[config.mk]
export PLATFORM = sky130hd
export DESIGN_NAME = demux1to5_width32_buf
export DESIGN_NICKNAME = d
export VERILOG_FILES = /design/src/rtl/demux1to5_width32_buf.sv
export SDC_FILE = /design/constraint.sdc
export NUM_CORES = 1
export LEC_CHECK = 0
export ABC_AREA = 1
export CAP_MARGIN = 20
export CORE_UTILIZATION = 40
export DETAILED_ROUTE_END_ITERATION = 6
export DONT_BUFFER_PORTS = 1
export PLACE_DENSITY = 0.61
export SLEW_MARGIN = 20
export SYNTH_ARGS = -nofsm -noshare
export SYNTH_HDL_FRONTEND = slang
export SYNTH_SLANG_ARGS = --single-unit
[constraint.sdc]
create_clock -name clk -period 7.9 [get_ports clk]
set_clock_uncertainty 0.2 [all_clocks]
set_input_delay 1.58 -clock clk [delete_from_list [all_inputs] [get_ports clk]]
set_output_delay 1.58 -clock clk [all_outputs]
set_load 0.02 [all_outputs]
[src/rtl/demux1to5_width32_buf.sv]
// Registered 1-to-5 demultiplexor: routes one input word to one of five
// single-entry output channels, each with its own valid/ready handshake.
module demux1to5_width32_buf #(
  parameter int WIDTH = 32,
  parameter int CNT_W = 8
) (
  input  logic             clk,
  input  logic             rst,
  input  logic             in_valid,
  output logic             in_ready,
  input  logic [WIDTH-1:0] in_data,
  input  logic [2:0]       in_sel,
  output logic [4:0]       out_valid,
  input  logic [4:0]       out_ready,
  output logic [WIDTH-1:0] out0,
  output logic [WIDTH-1:0] out1,
  output logic [WIDTH-1:0] out2,
  output logic [WIDTH-1:0] out3,
  output logic [WIDTH-1:0] out4,
  output logic [CNT_W-1:0] bad_sel_cnt
);

  logic             sel_bad;
  logic [2:0]       dst;
  logic [4:0]       dst_oh;
  logic             accept;
  logic [WIDTH-1:0] data_q [5];

  // Out-of-range selects fall back to channel 0 so every select has a home.
  always_comb begin
    // NOTE: every output of a combinational block gets a default first, so no
    // path can leave it unassigned and infer a latch.
    sel_bad = 1'b0;
    dst     = in_sel;
    if (in_sel > 3'd4) begin
      sel_bad = 1'b1;
      dst     = 3'd0;
    end
  end

  assign dst_oh   = 5'b00001 << dst;
  assign in_ready = ~rst & (|(dst_oh & (~out_valid | out_ready)));
  assign accept   = in_valid & in_ready;

  always_ff @(posedge clk) begin
    if (rst) begin
      out_valid   <= '0;
      bad_sel_cnt <= '0;
      // NOTE: the holding registers are reset too, because their outputs are
      // visible and must read zero after reset, not stale data.
      for (int k = 0; k < 5; k++) data_q[k] <= '0;
    end else begin
      // NOTE: non-blocking assignments keep every channel's update reading the
      // pre-edge state, so drain and refill on one edge resolve correctly.
      for (int k = 0; k < 5; k++) begin
        if (accept && dst_oh[k]) begin
          data_q[k]    <= in_data;
          out_valid[k] <= 1'b1;
        end else if (out_ready[k]) begin
          out_valid[k] <= 1'b0;
        end
      end
      if (accept && sel_bad && (bad_sel_cnt != {CNT_W{1'b1}}))
        bad_sel_cnt <= bad_sel_cnt + 1'b1;
    end
  end

  assign out0 = data_q[0];
  assign out1 = data_q[1];
  assign out2 = data_q[2];
  assign out3 = data_q[3];
  assign out4 = data_q[4];

endmodule
# == Word level (Yosys, flattened, before mapping) ==
# Memories as Yosys holds them, arrays and structs flattened.
# Index checks and enable logic that the tools add are counted.
# totals
reg_bits,13
latch_bits,0
mem_bits_rw,160
rom_bits,0
in_bits,43
output_inout_bits,174
elab_cells,69
n_memories,1
# classes
addsub,1
mul,0
n_div,0
magnitude_cmp,1
n_eq_ne,1
shifts,1
mux,34
n_bitwise,11
n_reduce_logical,13
# memory_table
name,words,word_bits,read_ports,rd_ports_with_merged_regs,wr,line,rtl
data_q,5,32,5,0,5,27,logic [WIDTH-1:0] data_q [5];
# ops
operator,count
$mux W32,5
$mux W1,28
$reduce_bool A2 Y1,5
$add A8 B1 Y8 const B,1
$ne A8 B8 Y1 const B,1
$logic_and A1 B1 Y1,7
$and A5 B5 Y5,1
$not A5 Y5,1
$or A1 B1 Y1,5
$or A5 B5 Y5,1
$reduce_or A5 Y1,1
$shl A1 B3 Y5 const A,1
$gt A3 B3 Y1 const B,1
$mux W3,1
$and A1 B1 Y1,2
$not A1 Y1,1

# == Longest topological paths before layout ==
# logic_depth
ltp_word,12
ltp_mapped,9

# == Worst setup path after synthesis ==
# OpenSTA, ideal clock, no wires.
# synth_path
path_type,input to register
start,input port in_sel[0]
end,memory data_q[0][0] (enable)
setup_time_ps,466
arrival_time_ps,4474
required_ps,7234
path_slack_ps,2761
path_stages,5
path_cell_list,o21ai_0 nand3_2 nand4_2 nand3_4 o21ai_0
# synth_lines
element,line,rtl
from (decl),12,"input logic [2:0] in_sel,"
to (decl),27,

# == Worst setup path after layout ==
# layout_path
start,input port in_sel[2]
end,output port in_ready
# layout_between
elab_chain_len,6
# layout_rtl
element,line,rtl
$gt A3 B3 Y1,35,if (in_sel > 3'd4) begin
$mux W3 *,35,
$shl A1 B3 Y5 *,41,assign dst_oh = 5'b00001 << dst;
$and A5 B5 Y5 *,42,assign in_ready = ~rst & (|(dst_oh & (~out_valid | out_ready)));
$reduce_or A5 Y1 *,42,
$and A1 B1 Y1 *,42,
to (decl),10,"output logic in_ready,"
# Mark *: on every way between the ends. The rest lies on a longest branch, timed or not.

==> impl_metrics.env <==
export IMPL_cts_tree="yes"
export IMPL_post_route_util_pct=47.9
export IMPL_drt_total_wl_um=11700
export IMPL_clk_pin_slew_ns=0.07
export IMPL_fmax_ghz=0.235
export IMPL_cp_max_fo=7
export IMPL_design_area_um2=6760
export IMPL_switching_share_pct=24.0
export IMPL_core_um2=14100
export IMPL_synth_fa_ha_area_share_pct=0.213
export IMPL_synthMuxAreaShare_pct=0
export IMPL_start_kind="input port"
export IMPL_place_port_buffers=0
export IMPL_yosys_area_share_simple_pct=7.33
export IMPL_ys_types=22
export IMPL_holdWs_ns=0.419
export IMPL_dp_hpwl_um=7540
export IMPL_grt_max_degree=38
export IMPL_numCtsBuffers=17
export IMPL_synth_nets=394
export IMPL_synth_top_family_by_area="simple AND/OR/NAND/NOR gates"
export IMPL_min_path_type="register to register"
export IMPL_hold_violations=0
export IMPL_nFillCells=1169
export IMPL_slowest_delay_ns=0.35
export IMPL_worstPathRequired_ns=6.12
export IMPL_yosysSeqAreaShare_pct=86.2
export IMPL_placedCellCount=525
export IMPL_rsz0062_at_grt="no"
export IMPL_antenna_found_initial=0
export IMPL_drt_pass1_iter_count=4
export IMPL_post_route_min_period_ns=4.26
export IMPL_grt_overflow=0
export IMPL_r2r_cells=9
export IMPL_layout_commonest_cell="edfxtp_1"
export IMPL_critPathSlowestCell="nor2_2"
export IMPL_die_h_um=123
export IMPL_netlist_area_um2=5870
export IMPL_initial_core_util_pct=41.7
export IMPL_ys_seq_elements=173
export IMPL_gp_congestion=0.867
export IMPL_final_antenna_net_count=0
export IMPL_fin_tns_setup_ns=0
export IMPL_ioPinCount=217
export IMPL_cp_cell_sequence="nor3_1 > nand2_1 > nand2_1 > nor2_1 > nor2_2"
export IMPL_fin_cells=559
export IMPL_wl_per_cell_um=21.0
export IMPL_final_cell_mix="edfxtp_1, inv_1, nor2_1, nand2_1, clkbuf_16"
export IMPL_seq_power_share_pct=55.8
export IMPL_synth_avg_cell_area_um2=16.8
export IMPL_r2r_slack_ns=4.88
export IMPL_postPlaceCellArea_um2=6100
export IMPL_synth_compound_area_share_pct=1.32
export IMPL_route_detailed_drc=0
export IMPL_grt_pass1_vias=2699
export IMPL_relSlewSlack_pct=36.2
export IMPL_grt_pass1_wl_um=16400
export IMPL_cts_buffer_depth=2
export IMPL_drv_cap=0
export IMPL_syn_instance_count=350
export IMPL_clock_power_share_pct=41.3
export IMPL_post_cts_buffers=0
export IMPL_fp_row_count=43
export IMPL_internal_power_mw=1.55
export IMPL_fin_crit_sh_pct=54.0
export IMPL_nets=410
export IMPL_synth_warnings=0
export IMPL_worst_pin_slew_ns=0.954
export IMPL_p_comb_share_pct=2.9
export IMPL_path_class="input port to output port"
export IMPL_cts_sink_count=173
export IMPL_antennaDiodeCount=0
export IMPL_dieArea_um2=15200
export IMPL_irDropWorstVdd_mv=0.162
export IMPL_cts_repair_resized=0
export IMPL_end_kind="output port"
export IMPL_setup_viol=0
export IMPL_num_vias=2795
export IMPL_whs_path_depth=2
export IMPL_crit_top_cell="nand2_1"
export IMPL_grtUsageTotal_pct=15.5
export IMPL_arrival_ns=2.48
export IMPL_status="completed"
export IMPL_slew_viol_final=0
export IMPL_syn2layout_area_growth_pct=15.1
export IMPL_hold_buffers=0
export IMPL_via_per_inst=5.00
export IMPL_htreeDepth=4
export IMPL_power_leakage_nw=2.63
export IMPL_fp_dieW_um=123
export IMPL_synthXorXnorAreaFrac_pct=0.895
export IMPL_drive_gt1_share_pct=11.3
export IMPL_worst_skew_pair_late_latency_ns=0.42
export IMPL_root_buffer="clkbuf_16"
export IMPL_power_switching_uw=489
export IMPL_drtIter0Drc=180
export IMPL_power_density_nw_per_um2=301
routing by layer:
layer | track usage, % | share of wire, % | up-vias
met5 | 0 | 0 | -
met4 | 6.33 | 1.5 | 0
met3 | 7.70 | 10 | 17
met2 | 24.9 | 48 | 163
met1 | 17.6 | 40 | 1355
li1 | - | - | 1260
registers in the layout, summed over array words and instances, names as in the netlist:
name,flops
out_valid,5
data_q,160
bad_sel_cnt,8
worst paths after layout:
check	endpoint	start
worst min register to register	out_valid[1]$_SDFFE_PP0P_	out_valid[1]$_SDFFE_PP0P_
worst min-delay path	out_valid[1]$_SDFFE_PP0P_	out_valid[1]$_SDFFE_PP0P_
worst max-delay path	in_ready	in_sel[2]
worst max register to register	data_q[0][37]$_DFFE_PP_	out_valid[3]$_SDFFE_PP0P_
kinds of logic after synthesis:
group,after synthesis
buffers and inverters,59
and+or+nand+nor,96
DFF,173
AOI/OAI and AO/OA,15
xor gates and xnor gates,6
adders and majority gates,1
synth_stat cells, drive strengths merged:
library cell  count  share of area [%]
inv              53                3.4
buf               3               0.26
dfxtp            13                4.4
clkinv            1              0.064
ha                1               0.21
edfxtp          160                 82
nand2            28                1.8
nand4             9                1.2
nand3            10                1.2
clkbuf            2               0.30
nor3              2               0.17
o21ai             5               0.43
nor2             47                3.0
o21a              1               0.13
xnor2             3               0.45
xor2              3               0.45
a21oi             9               0.77
cell type report:
class | instances | area, µm² | share of cell area (%)
sequential | 173 | 5060 | 74.9
multi-input combinational | 118 | 603 | 8.92
clock buffer | 18 | 429 | 6.35
tap | 180 | 225 | 3.33
inverter | 54 | 203 | 3.00
clock inverter | 14 | 179 | 2.65
timing repair buffer | 2 | 55.1 | 0.815
worst max-delay path: cells and delay by family:
family | cells | cell delay, ns
AND/OR/NAND/NOR | 5 | 0.91
power by group through the flow:
stage	Clock (mW)	Combinational (mW)	Sequential, mW
after detailed placement	0	0.0562	1.16
after floorplan	0	0.0384	1.15
after CTS	0.853	0.0562	1.14
after global routing	0.890	0.0660	1.14
after global placement	0	0.0540	1.16
final	0.842	0.0585	1.14
per-stage QoR:
| stage | power, mW | worst slack [ns] |
|---|---|---|
| 6_report | 2.04 | 3.64 |
| 4_1_cts | 2.05 | 3.67 |
| 5_1_grt | 2.10 | 3.56 |
| 3_5_place_dp | 1.21 | 3.56 |
| 3_3_place_gp | 1.21 | 3.69 |
| 2_1_floorplan | 1.19 | 2.76 |
(Power assumes the default switching activity.)
